===== src/rtl/lsu.sv =====
// Load/store unit: aligns stores, extends loads, and runs a req/gnt/rvalid memory handshake.
// Latency: store 2 cycles, load 3 cycles, fault 1 cycle from the start edge; +1 per gnt/rvalid wait cycle.
// Backpressure: mem_req and its fields are held until mem_gnt; busy holds upstream until after done.
module lsu #(
  parameter int WIDTH = 32
) (
  input  logic             clk,
  input  logic             rst_n,
  input  logic             start,
  input  logic             is_store,
  input  logic [2:0]       funct3,
  input  logic [WIDTH-1:0] addr,
  input  logic [WIDTH-1:0] wdata,
  output logic             busy,
  output logic             done,
  output logic [WIDTH-1:0] rdata,
  output logic             fault,
  output logic             mem_req,
  output logic             mem_we,
  output logic [WIDTH-1:0] mem_addr,
  output logic [3:0]       mem_be,
  output logic [WIDTH-1:0] mem_wdata,
  input  logic             mem_gnt,
  input  logic             mem_rvalid,
  input  logic [WIDTH-1:0] mem_rdata
);

  typedef enum logic [1:0] {
    IDLE = 2'd0,
    REQ  = 2'd1,
    WAIT = 2'd2,
    DONE = 2'd3
  } state_e;

  state_e           state_q, state_d;
  logic             is_store_q, is_store_d;
  logic [2:0]       funct3_q, funct3_d;
  logic [1:0]       off_q, off_d;
  logic             busy_q, busy_d;
  logic             done_q, done_d;
  logic             fault_q, fault_d;
  logic             req_q, req_d;
  logic             we_q, we_d;
  logic [WIDTH-1:0] addr_q, addr_d;
  logic [3:0]       be_q, be_d;
  logic [WIDTH-1:0] wdata_q, wdata_d;
  logic [WIDTH-1:0] rdata_q, rdata_d;

  logic             access_ok;
  logic [3:0]       be_calc;
  logic [WIDTH-1:0] wdata_calc;
  logic [7:0]       lane_b;
  logic [15:0]      lane_h;
  logic [WIDTH-1:0] load_ext;

  // Legality of the incoming access: width code must exist and the offset must be naturally aligned.
  always_comb begin
    access_ok = 1'b0;
    case ({is_store, funct3})
      4'b0_000, 4'b0_100, 4'b1_000: access_ok = 1'b1;
      4'b0_001, 4'b0_101, 4'b1_001: access_ok = ~addr[0];
      4'b0_010, 4'b1_010:           access_ok = (addr[1:0] == 2'b00);
      default:                      access_ok = 1'b0;
    endcase
  end

  // Byte-enable mask and lane-replicated store data from the request width and offset.
  always_comb begin
    be_calc    = 4'b1111;
    wdata_calc = wdata;
    case (funct3[1:0])
      2'b00: begin
        be_calc    = 4'b0001 << addr[1:0];
        wdata_calc = {4{wdata[7:0]}};
      end
      2'b01: begin
        be_calc    = 4'b0011 << addr[1:0];
        wdata_calc = {2{wdata[15:0]}};
      end
      default: begin
        be_calc    = 4'b1111;
        wdata_calc = wdata;
      end
    endcase
  end

  // Pick the addressed byte/half lane out of the returned word.
  always_comb begin
    lane_b = mem_rdata[7:0];
    case (off_q)
      2'd0: lane_b = mem_rdata[7:0];
      2'd1: lane_b = mem_rdata[15:8];
      2'd2: lane_b = mem_rdata[23:16];
      2'd3: lane_b = mem_rdata[31:24];
      default: lane_b = mem_rdata[7:0];
    endcase
    lane_h = off_q[1] ? mem_rdata[31:16] : mem_rdata[15:0];
  end

  // Sign- or zero-extend the selected lane according to the latched load type.
  always_comb begin
    load_ext = mem_rdata;
    case (funct3_q)
      3'b000:  load_ext = {{24{lane_b[7]}}, lane_b};
      3'b001:  load_ext = {{16{lane_h[15]}}, lane_h};
      3'b100:  load_ext = {24'd0, lane_b};
      3'b101:  load_ext = {16'd0, lane_h};
      default: load_ext = mem_rdata;
    endcase
  end

  // Next-state and registered-output logic for the IDLE/REQ/WAIT/DONE sequencer.
  always_comb begin
    state_d    = state_q;
    is_store_d = is_store_q;
    funct3_d   = funct3_q;
    off_d      = off_q;
    busy_d     = busy_q;
    done_d     = 1'b0;
    fault_d    = 1'b0;
    req_d      = req_q;
    we_d       = we_q;
    addr_d     = addr_q;
    be_d       = be_q;
    wdata_d    = wdata_q;
    rdata_d    = rdata_q;

    case (state_q)
      IDLE: begin
        busy_d = 1'b0;
        if (start) begin
          is_store_d = is_store;
          funct3_d   = funct3;
          off_d      = addr[1:0];
          addr_d     = {addr[WIDTH-1:2], 2'b00};
          be_d       = be_calc;
          wdata_d    = wdata_calc;
          busy_d     = 1'b1;
          if (access_ok) begin
            // Legal access: present the request on the very next cycle.
            state_d = REQ;
            req_d   = 1'b1;
            we_d    = is_store;
          end else begin
            // Trap without touching memory.
            state_d = DONE;
            done_d  = 1'b1;
            fault_d = 1'b1;
          end
        end
      end

      REQ: begin
        if (mem_gnt) begin
          req_d = 1'b0;
          we_d  = 1'b0;
          if (is_store_q) begin
            state_d = DONE;
            done_d  = 1'b1;
          end else begin
            // Any rvalid seen alongside gnt is dropped; data must come in WAIT.
            state_d = WAIT;
          end
        end
      end

      WAIT: begin
        if (mem_rvalid) begin
          rdata_d = load_ext;
          state_d = DONE;
          done_d  = 1'b1;
        end
      end

      DONE: begin
        state_d = IDLE;
        busy_d  = 1'b0;
      end

      default: begin
        state_d = IDLE;
        busy_d  = 1'b0;
        req_d   = 1'b0;
        we_d    = 1'b0;
      end
    endcase
  end

  // State and output registers; synchronous reset abandons any transaction in flight.
  always_ff @(posedge clk) begin
    if (!rst_n) begin
      state_q    <= IDLE;
      is_store_q <= 1'b0;
      funct3_q   <= 3'd0;
      off_q      <= 2'd0;
      busy_q     <= 1'b0;
      done_q     <= 1'b0;
      fault_q    <= 1'b0;
      req_q      <= 1'b0;
      we_q       <= 1'b0;
      addr_q     <= '0;
      be_q       <= 4'd0;
      wdata_q    <= '0;
      rdata_q    <= '0;
    end else begin
      state_q    <= state_d;
      is_store_q <= is_store_d;
      funct3_q   <= funct3_d;
      off_q      <= off_d;
      busy_q     <= busy_d;
      done_q     <= done_d;
      fault_q    <= fault_d;
      req_q      <= req_d;
      we_q       <= we_d;
      addr_q     <= addr_d;
      be_q       <= be_d;
      wdata_q    <= wdata_d;
      rdata_q    <= rdata_d;
    end
  end

  assign busy      = busy_q;
  assign done      = done_q;
  assign fault     = fault_q;
  assign rdata     = rdata_q;
  assign mem_req   = req_q;
  assign mem_we    = we_q;
  assign mem_addr  = addr_q;
  assign mem_be    = be_q;
  assign mem_wdata = wdata_q;

endmodule


===== config.mk =====
export PLATFORM = sky130hd
export DESIGN_NAME = lsu
export DESIGN_NICKNAME = d
export VERILOG_FILES = /design/src/rtl/lsu.sv
export SDC_FILE = /design/constraint.sdc
export NUM_CORES = 1
export LEC_CHECK = 0
export CORE_MARGIN = 2
export CORE_UTILIZATION = 40
export DETAILED_ROUTE_END_ITERATION = 10
export PLACE_DENSITY = 0.8
export REMOVE_ABC_BUFFERS = 1
export SETUP_SLACK_MARGIN = 0.05
export SYNTH_ARGS = -nofsm -noshare
export SYNTH_HDL_FRONTEND = slang
export SYNTH_SLANG_ARGS = --single-unit

===== constraint.sdc =====
create_clock -name clk -period 3.5 [get_ports clk]
set_input_delay 0.7 -clock clk [delete_from_list [all_inputs] [get_ports clk]]
set_output_delay 0.7 -clock clk [all_outputs]
set_load 0.01 [all_outputs]

==> results of run 1 <==
## metal layers
metal | share of wire | vias to the layer above | track usage | routed length, um
met5 | 0 | - | 0 | 0
met4 | 0.035 | 0 | 0.124 | 542
met3 | 0.099 | 48 | 0.0738 | 1520
met2 | 0.47 | 260 | 0.361 | 7180
met1 | 0.40 | 2392 | 0.264 | 6120
li1 | - | 2496 | - | -
## sequential cells by signal (all words and copies together) (netlist names)
register	cells
mem_addr	30
is_store_q	1
mem_wdata	32
funct3_q	3
mem_we	1
rdata	32
done	1
mem_be	4
busy	1
off_q	2
state_q	2
mem_req	1
fault	1
## final timing paths
path | startpoint | to | slack, ns | depth (start not counted)
max reg2reg | state_q[0] | mem_addr[11] | 1.44 | 6
max | funct3[0] | mem_we | 1.22 | 5
min | mem_addr[5] | mem_addr[5] | 0.45 | 2
min reg2reg | mem_addr[5] | mem_addr[5] | 0.45 | 2
## power breakdown
group          leakage [nW]  internal [mW]  switching [mW]
logic                  1.72          0.848           0.862
clock network         0.145          0.521           0.466
registers             0.910           1.54           0.185
## through the flow
stage / instance area (um2) / hold WS, ns / setup slack (ns) / instances
floorplan: 4710 / 0.450 / 0.647 / 563
global placement: 7070 / 0.441 / 0.951 / 927
detailed placement: 7070 / 0.447 / 0.872 / 927
CTS: 7360 / 0.457 / 1.24 / 943
global route: 7360 / 0.475 / 1.09 / 943
finish: 7360 / 0.455 / 1.22 / 943
## logic make-up after synthesis
| logic type | Yosys count |
|---|---|
| AO/OA/AOI/OAI | 193 |
| AND/OR/NAND/NOR | 217 |
| adder cells (fa/ha/maj) | 5 |
| buffers and inverters | 58 |
| flip-flops | 111 |
| other | 1 |
| multiplexers | 27 |
## cell usage in the layout (no fill, tap or decap), drive strengths merged, types with 4 or more instances in the layout
cell / n
clkdlybuf4s50: 207
nand2: 130
dfxtp: 111
a21oi: 91
o21ai: 50
nor2: 45
mux2i: 19
a211oi: 16
clkbuf: 11
nor3: 10
buf: 10
a311oi: 9
and3b: 8
inv: 8
mux2: 7
or3: 7
o221ai: 7
o211a: 7
nand3: 6
ha: 5
clkinv: 5
nor2b: 4
## final cells by class
type / instances / area [um2]
fill: 1048 / 4650
multi-input combinational: 444 / 2460
sequential: 111 / 2220
timing repair buffer: 217 / 2170
clock buffer: 11 / 253
tap: 147 / 184
clock inverter: 5 / 32.5
inverter: 8 / 30.0
## worst max-delay path, delay by kind of cell
kind	cells	cell delay (ns)
compound gates	3	0.67
mux	1	0.23
buf+inv	1	0.90
==> results_dict.tcl, run 1 <==
set metrics [dict create \
    status "complete, no violations" \
    critPathMaxStageDelay_ns 0.90 \
    max-slew-margin-rel 0.453 \
    synthXorXnorAreaFrac 0 \
    synthAdderAreaFrac 0.0127 \
    antenna_found_initial 0 \
    cp.arrival_ns 2.51 \
    synthTopCellsByCount "130 x nand2_1, 111 x dfxtp_1, 91 x a21oi_1" \
    fin_skew_ns 0.00505 \
    layout.nets 901 \
    row_count 40 \
    viasPerCell 5.51 \
    yosysTopAreaCell "dfxtp_1" \
    drive_above_1_share 0.0515 \
    finalCritPeriodShare 0.652 \
    grt-ovfl-total 0 \
    start_kind "primary input" \
    postCtsSetupRepairBufs 0 \
    setup_viol 0 \
    io_buffers 207 \
    setup_tns_ns 0 \
    end_kind "flop" \
    num_vias 5196 \
    drt_iter0_markers 408 \
    cap_violations 0 \
    drtPass1Iterations 6 \
    synth_top_family_by_area "compound AO/OA/AOI/OAI gates" \
    crit_chain "clkdlybuf4s50_1 -> a221oi_1 -> o21ai_0 -> mux2i_1 -> o22ai_1" \
    leakage_nw 2.77 \
    cts-root-buf "clkbuf_16" \
    clk-insertion-delay-late_ns 0.34 \
    synthMuxAreaShare 0.0592 \
    yosysWarnings 0 \
    synth_area_um2 4920 \
    wirelength_mm 15.4 \
    finalHoldViolations 0 \
    irDropWorstVdd_mv 0.285 \
    final_util 0.613 \
    yosys.area_share.simple 0.190 \
    synth_top_area_frac 0.452 \
    cp_max_fo 15 \
    drc 0 \
    power-per-cell-area_nw_per_um2 601 \
    cts_made_buffers 9 \
    synth.avg_cell_area_um2 8.04 \
    crit_type "primary input to flop" \
    rsz0062_at_grt "false" \
    hpwl_mm 11.2 \
    cp.required_ns 3.73 \
    ys.flop_type "dfxtp_1" \
    path_clk_slew_ns 0.07 \
    grt_use_total 0.224 \
    post_cts_resized 0 \
    wl_per_cell_um 16.3 \
    grt_pass1_vias 4877 \
    dieWidth_um 115 \
    fp.dieH_um 115 \
    synth-edff-count 0 \
    ioPinCount 210 \
    finalCriticalPeriod_ns 2.28 \
    cts_max_path_buffers 2 \
    detail-route-antenna-nets 0 \
    timing.fmax_mhz 438 \
    clock-sinks 111 \
    yosysSeqAreaShare 0.452 \
    ys_ff_latch 111 \
    syn2layout_area_growth_pct 49.5 \
    grt_max_degree 69 \
    synth.most_common_cell "nand2_1" \
    tritoncts "built" \
    cts-htree-levels 3 \
    synth_compound_area_frac 0.236 \
    final_max_slew_viol_count 0 \
    dieArea_um2 13200 \
    holdCritPathClass "flop to flop" \
    n_antenna_cell 0 \
    place_congestion 0.871 \
    synth_cell_types 43 \
    cp_slowest_cell "clkdlybuf4s50_1" \
    worstMarginPinSlew_ns 0.819 \
    initial_utilization 0.410 \
    grt_pass1_wl_mm 23.7 \
    total_power_mw 4.42 \
    core_um2 12000 \
    async_flop_share 0 \
    synth_area_leaders "dfxtp_1 45%, nand2_1 9.9%, a21oi_1 9.3%" \
    cts_hold_buffers 0 \
    synthCells 612 \
]
Power figures use the tool's default switching activity.
==> run 2, diff against run 1 <==
--- a/config.mk
+++ b/config.mk
@@ -6,9 +6,9 @@
 export NUM_CORES = 1
 export LEC_CHECK = 0
 export CORE_MARGIN = 2
-export CORE_UTILIZATION = 40
+export CORE_UTILIZATION = 39
 export DETAILED_ROUTE_END_ITERATION = 10
-export PLACE_DENSITY = 0.8
+export PLACE_DENSITY = 0.82
 export REMOVE_ABC_BUFFERS = 1
 export SETUP_SLACK_MARGIN = 0.05
 export SYNTH_ARGS = -nofsm -noshare
==> constraint.sdc (replaced) <==
create_clock -name clk -period 2.1 [get_ports clk]
set_input_delay 0.42 -clock clk [delete_from_list [all_inputs] [get_ports clk]]
set_output_delay 0.42 -clock clk [all_outputs]
set_load 0.01 [all_outputs]
==> results_dict.tcl, run 2 (same netlist as run 1, synthesis figures left out) <==
set metrics [dict create \
    cp.arrival_ns 1.97 \
    timing.fmax_mhz 579 \
    cp_slowest_cell "mux4_2" \
    crit_chain "clkdlybuf4s50_1 -> mux4_2 -> nor2b_4 -> o41ai_4 -> buf_4 -> nor2_1" \
    core_um2 12500 \
    cp_max_fo 8 \
    final-seq-area_um2 2220 \
    hold-path-cell-count 2 \
    worst_slack_ns 0.374 \
    cts-root-buf "clkbuf_16" \
    post_dp_cell_area_um2 7320 \
    cts_made_buffers 9 \
    rsz0062_at_grt "false" \
    wl_per_cell_um 15.4 \
    io_buffers 207 \
    antenna_found_initial 0 \
    fp.dieH_um 116 \
    grt_pass1_vias 4606 \
    fin_area_um2 7600 \
    ioPinCount 210 \
    hpwl_mm 11.2 \
    tritoncts "built" \
    grt-ovfl-total 0 \
    leakage_nw 2.89 \
    power-per-cell-area_nw_per_um2 993 \
    clk-insertion-delay-late_ns 0.36 \
    end_kind "flop" \
    drt_iter0_markers 261 \
    fin_skew_ns 0.00655 \
    detail-route-antenna-nets 0 \
    dieWidth_um 116 \
    place_congestion 0.870 \
    final_max_slew_viol_count 0 \
    cts_max_path_buffers 2 \
    path_clk_slew_ns 0.08 \
    layout.nets 921 \
    critPathMaxStageDelay_ns 0.49 \
    crit_type "primary input to flop" \
    start_kind "primary input" \
    wirelength_mm 15.2 \
    mostFrequentLayoutCells "207 x clkdlybuf4s50_1, 129 x nand2_1, 111 x dfxtp_1" \
    n_antenna_cell 0 \
    postCtsSetupRepairBufs 0 \
    irDropWorstVdd_mv 0.531 \
    viasPerCell 5.13 \
    post_cts_resized 0 \
    grt_max_degree 60 \
    drive_above_1_share 0.0748 \
    holdCritPathClass "flop to flop" \
    syn2layout_area_growth_pct 54.5 \
    cp.required_ns 2.34 \
    finalHoldViolations 0 \
    post-place-ws_ns 0.0123 \
    mostFrequentLayoutCell "clkdlybuf4s50_1" \
    status "complete, no violations" \
    drtPass1Iterations 5 \
    clock-sinks 111 \
    setup_viol 0 \
    drc 0 \
    grt_use_total 0.220 \
    num-fill-cells 1115 \
    multi_input_area_um2 2460 \
    cts-htree-levels 3 \
    grt_pass1_wl_mm 23.3 \
    num_vias 5069 \
    finalNonFillerCells 988 \
    cts_hold_buffers 0 \
    finalCriticalPeriod_ns 1.73 \
    r2r_cells 5 \
    dpl.cell_count 972 \
    row_count 41 \
    finalCritPeriodShare 0.822 \
    initial_utilization 0.395 \
    cap_violations 0 \
    dieArea_um2 13500 \
]
-- run 2: critical path, delay by kind of cell --
family,cells,cell delay (ns)
multiplexers,1,0.49
buffers and inverters,2,0.67
AO/OA/AOI/OAI,1,0.19
AND/OR/NAND/NOR,2,0.20
-- run 2: layer usage --
metal  track usage  share of wire  vias to the layer above
met5             0              0                        -
met4        0.0738          0.015                        0
met3        0.0778          0.099                       18
met2         0.360           0.46                      206
met1         0.270           0.43                     2311
li1              -              -                     2534
-- run 2: cell type report --
type,instances,area share
Clock inverter,7,0.00790
Multi-Input combinational cell,444,0.324
Sequential cell,111,0.292
Inverter,8,0.00395
Clock buffer,9,0.0296
Tap cell,172,0.0283
Timing Repair Buffer,237,0.314
-- run 2: path summary, 6_finish.rpt --
kind	from	slack [ns]	endpoint
min	mem_wdata[6]	0.45	mem_wdata[6]
max reg2reg	off_q[1]	0.39	rdata[10]
min reg2reg	mem_wdata[6]	0.45	mem_wdata[6]
max	mem_rdata[15]	0.37	rdata[10]
-- run 2: per-stage QoR --
step | setup TNS, ns | hold slack [ns] | utilization | total power [mW]
6_report | 0 | 0.451 | 0.610 | 7.55
2_1_floorplan | -34.17 | 0.450 | - | 4.23
3_5_place_dp | 0 | 0.445 | 0.587 | 5.91
5_1_grt | 0 | 0.475 | 0.610 | 8.00
3_3_place_gp | 0 | 0.441 | 0.587 | 5.86
4_1_cts | 0 | 0.456 | 0.610 | 7.62
-- run 2: power by group --
group / internal [mW] / total (mW) / switching (mW)
registers: 2.56 / 2.83 / 0.269
clock network: 0.832 / 1.68 / 0.852
logic: 1.56 / 3.04 / 1.48
==> variant 1: new RTL, config.mk and constraints of run 1 <==
Reset style: asynchronous (`rst_n`), changed in one clocked block. Comments in the files are not updated.
--- a/src/rtl/lsu.sv
+++ b/src/rtl/lsu.sv
@@ -188,5 +188,5 @@
 
   // State and output registers; synchronous reset abandons any transaction in flight.
-  always_ff @(posedge clk) begin
+  always_ff @(posedge clk or negedge rst_n) begin
     if (!rst_n) begin
       state_q    <= IDLE;
Function: differs if rst_n is asserted again (counterexample within 4 cycles, from zero or initial values and one cycle with rst_n low); with rst_n held inactive, the same outputs for 10 cycles.
==> variant 1 against run 1 <==
Wire length fell by 8.0%; setup slack got worse by 0.076 ns; synthesized area increased by 4.4%; via count decreased by 16%; sequential power is 37% higher; count of clock-buffer cells in the layout grew 1; register-to-register slack got worse by 0.30 ns; total power increased by 44%; cell area increased by 4.3%; sequential cell count unchanged; largest power group is now combinational cells.
==> variant 1: results (changes against run 1) <==
* Clk_skew at 0.009213 ns (was 0.005055 ns)
* Largest net degree at the start of global routing at 84 (was 69)
* Unique masters post-synth at 39 (was 43)
* Iteration-0 DRC Markers at 271 (was 408)
* Post-synthesis sequential area ratio at 0.5405 (was 0.4516)
* Vias in the first global route at 4490 (was 4877)
* Grt met3 use at 0.07198 (was 0.07380)
* CP max-delay cell: dfrtp_1 (was clkdlybuf4s50_1)
* Switching share of power at 0.3431 (was 0.3425)
* CP Max Fanout at 21 (was 15)
* Routability cong. at 0.8517 (was 0.8712)
* Worst IR drop on VDD at 411.6 µV (was 284.5 µV)
* Setup WS pre-CTS at 0.9583 ns (was 0.8716 ns)
* Vias per cell at 5.190 (was 5.510)
* Met2 usage at 0.3487 (was 0.3612)
* Leak pwr at 3.314 nW (was 2.774 nW)
* First-pass GRT wire length at 22980 µm (was 23740 µm)
* Share of cells above drive strength 1 at 0.1119 (was 0.05151)
* Total track usage at 0.2074 (was 0.2242)
* CP Data Arrival Time at 2.55 ns (was 2.51 ns)
* P_clk at 0.00104 W (was 0.000987 W)
* Top cells by count, synth: 111 x dfrtp_1, 59 x nand2_1, 46 x o21ai_0 (was 130 x nand2_1, 111 x dfxtp_1, 91 x a21oi_1)
* Final net count at 776 (was 901)
* Cell family with most CP delay: flip-flops (was buffers and inverters)
* Fill cell count at 1037 (was 1048)
* Starting Density at 0.4089 (was 0.4097)
* Status: completed (unchanged)
* Post-DP HPWL at 10330 µm (was 11220 µm)
* HP Class: in -> async (was reg -> reg)
* Crit-path max cell delay at 0.88 ns (was 0.90 ns)
* Synth top area cells: dfrtp_1 54%, mux2_2 9.6%, mux2i_1 7.6% (was dfxtp_1 45%, nand2_1 9.9%, a21oi_1 9.3%)
* WL per Instance at 16.80 µm (was 16.30 µm)
* Slew headroom at 0.3885 (was 0.4531)
* Async SR Flop Fraction at 1.000 (was 0)
* Top FF cell, synth: dfrtp_1 (was dfxtp_1)
[variant 1: cell types whose count changed in the layout (fill, tap and decap cells not counted), moves of 8 or more]
cell             run 1  this run
nand2_1            129        58
nor3_1              10         1
mux2_2               7        44
nand3_1              5        34
dfrtp_1              0       111
dfxtp_1            111         0
a211oi_1            16         0
mux2i_1             19        39
nand3b_1             0         8
a21oi_1             91        16
nor2_1              45        18
and3b_1              8         0
[variant 1: worst paths after layout]
check	startpoint	endpoint	slack (ns)	cells past startpoint
worst min register to register	mem_wdata[31]	mem_wdata[31]	0.49	2
min in group clk	mem_wdata[31]	mem_wdata[31]	0.49	2
max in group asynchronous	rst_n	mem_addr[20]	2.34	2
worst max register to register	off_q[1]	rdata[9]	1.14	3
worst min-delay path	rst_n	rdata[23]	0.38	1
worst max-delay path	off_q[1]	rdata[9]	1.14	3
[variant 1: cells by family after synthesis]
kind of cell	share of synthesized area
fa+ha+maj	0.01217
flops	0.5405
compound gates	0.1135
mux	0.1768
buf+inv	0.03336
simple gates	0.1230
other cells	0.0007298
[variant 1: layout make-up]
class | count | area (µm²) | area share
clock inverter | 3 | 42.54 | 0.005542
timing repair buffer | 216 | 2150 | 0.2800
multi-input combinational | 319 | 2201 | 0.2867
clock buffer | 12 | 256.5 | 0.03341
tap | 172 | 215.2 | 0.02804
sequential | 111 | 2778 | 0.3619
inverter | 9 | 33.78 | 0.004401
[variant 1: stage by stage]
step	total power, W	std cells	area [µm²]
after detailed placement	0.005383	827	7377
final	0.006381	842	7676
after global placement	0.005258	827	7377
after CTS	0.006457	842	7676
after floorplan	0.003677	439	5005
after global routing	0.006804	842	7676
[variant 1: layer usage]
metal	part of all wire	up-vias
met5	0	-
met4	0.011	0
met3	0.091	13
met2	0.50	182
met1	0.40	2124
li1	-	2051
==> variant 2: new RTL, flow settings as in run 1 <==
Made on the original files. Re-encode `state_e` (4 states) as one-hot, 4 bits wide.
--- a/src/rtl/lsu.sv
+++ b/src/rtl/lsu.sv
@@ -26,9 +26,9 @@
 );
 
-  typedef enum logic [1:0] {
-    IDLE = 2'd0,
-    REQ  = 2'd1,
-    WAIT = 2'd2,
-    DONE = 2'd3
+  typedef enum logic [3:0] {
+    IDLE = 4'b0001,
+    REQ  = 4'b0010,
+    WAIT = 4'b0100,
+    DONE = 4'b1000
   } state_e;
 
Behaviour: no difference found for any inputs over 4 cycles, from zero or initial values and one cycle with rst_n low; so few cycles prove little.
==> variant 2 against run 1 <==
Sequential cell count is 2 higher; sequential share of layout area fell by 1.2 points; die area is 2.3% higher; synthesized area up 2.3%; cell area rose by 6.1%; wire length rose by 10%; critical path depth is 1 lower; non-clock buffer count did not move; setup slack worse by 0.016 ns.
Power is not compared: it rests on default switching activity, and its combinational part moved more than twofold at a synthesized area within 25%.
==> variant 2: results (changes against run 1) <==
* Final net count at 902 (was 901)
* Top FF cell, synth: dfxtp_1 (unchanged)
* Critical R2R Capture: rdata[28] (was mem_addr[11])
* Met3 wire length at 1807 µm (was 1523 µm)
* Area fraction in compound gates after synthesis at 0.2251 (was 0.2365)
* H-tree lvl count at 4 (was 3)
* Placed insts at 946 (was 927)
* CP Data Arrival Time at 2.57 ns (was 2.51 ns)
* Post-DP HPWL at 12080 µm (was 11220 µm)
* Unique masters post-synth at 45 (was 43)
* Area share of fa/ha/maj cells after synthesis at 0 (was 0.01271)
* Wire length on met1 at 6776 µm (was 6124 µm)
* Core Util, Final at 0.6421 (was 0.6125)
* Cts bufs inserted at 17 (was 9)
* Vias per cell at 5.481 (was 5.510)
* Routability cong. at 0.9400 (was 0.8712)
* Clk_skew at 0.006010 ns (was 0.005055 ns)
* Hold path endpoint: mem_addr[14] (was mem_addr[5])
* Syn Area/Cell at 8.242 µm² (was 8.041 µm²)
* Hold Startpoint: mem_addr[14] (was mem_addr[5])
* First-pass GRT wire length at 26120 µm (was 23740 µm)
* Clk slew on worst S/H paths at 0.05 ns (was 0.07 ns)
* Status: completed (unchanged)
* Placement Cell Area at 7159 µm² (was 7072 µm²)
* Vias in the first global route at 5148 (was 4877)
* Min Hold Slack at 0.4530 ns (was 0.4547 ns)
* Share of cells above drive strength 1 at 0.07160 (was 0.05151)
* Fill cell count at 982 (was 1048)
* Slew @ Worst Pin at 0.7694 ns (was 0.8192 ns)
* Vias at 5360 (was 5196)
* Post-synthesis sequential area ratio at 0.4492 (was 0.4516)
* Reg2Reg Depth at 4 (was 6)
* Top cells by count, synth: 124 x nand2_1, 113 x dfxtp_1, 92 x a21oi_1 (was 130 x nand2_1, 111 x dfxtp_1, 91 x a21oi_1)
* Total track usage at 0.2508 (was 0.2242)
* Critical path type: reg -> reg (was in -> reg)
* Met2 usage at 0.4043 (was 0.3612)
* Xor/xnor share of the synthesized area at 0.001739 (was 0)
* Critical path origin: off_q[1] (was funct3[0])
* R2r setup slk at 1.20 ns (was 1.44 ns)
* Iteration-0 DRC Markers at 413 (was 408)
* CP Max Fanout at 20 (was 15)
* Pre-antenna DRT Iters at 5 (was 6)
* Grt met3 use at 0.1002 (was 0.07380)
* Mux cell area share after synthesis at 0.07404 (was 0.05924)
* Synth top area cells: dfxtp_1 45%, nand2_1 9.2%, a21oi_1 9.1% (was dfxtp_1 45%, nand2_1 9.9%, a21oi_1 9.3%)
## variant 2: cell types whose count changed after synthesis, sizes merged, moves of 4 or more
| cell | run 1 | this run |
|---|---|---|
| o31ai | 0 | 7 |
| a221oi | 2 | 8 |
| o211a | 7 | 1 |
| o21ai | 50 | 43 |
| a211o | 0 | 8 |
| a211oi | 16 | 12 |
| nand2 | 130 | 124 |
| nand2b | 2 | 7 |
| mux2i | 19 | 26 |
| ha | 5 | 0 |
| clkbuf | 39 | 27 |
| buf | 11 | 24 |
| o221ai | 7 | 0 |
## variant 2: final cells by class
type,count,area share
clock buffers,23,0.06377
flip-flops and latches,113,0.2897
well taps,168,0.02692
clock inverters,9,0.01939
inverters,5,0.002403
multi-input cells,443,0.3197
repair buffers,217,0.2782
## variant 2: worst max-delay path, stage by stage (launching register included)
cell	delay [ns]
dfxtp_1	0.81
mux4_2	0.60
nand2b_1	0.14
a211o_1	0.46
a21oi_1	0.14
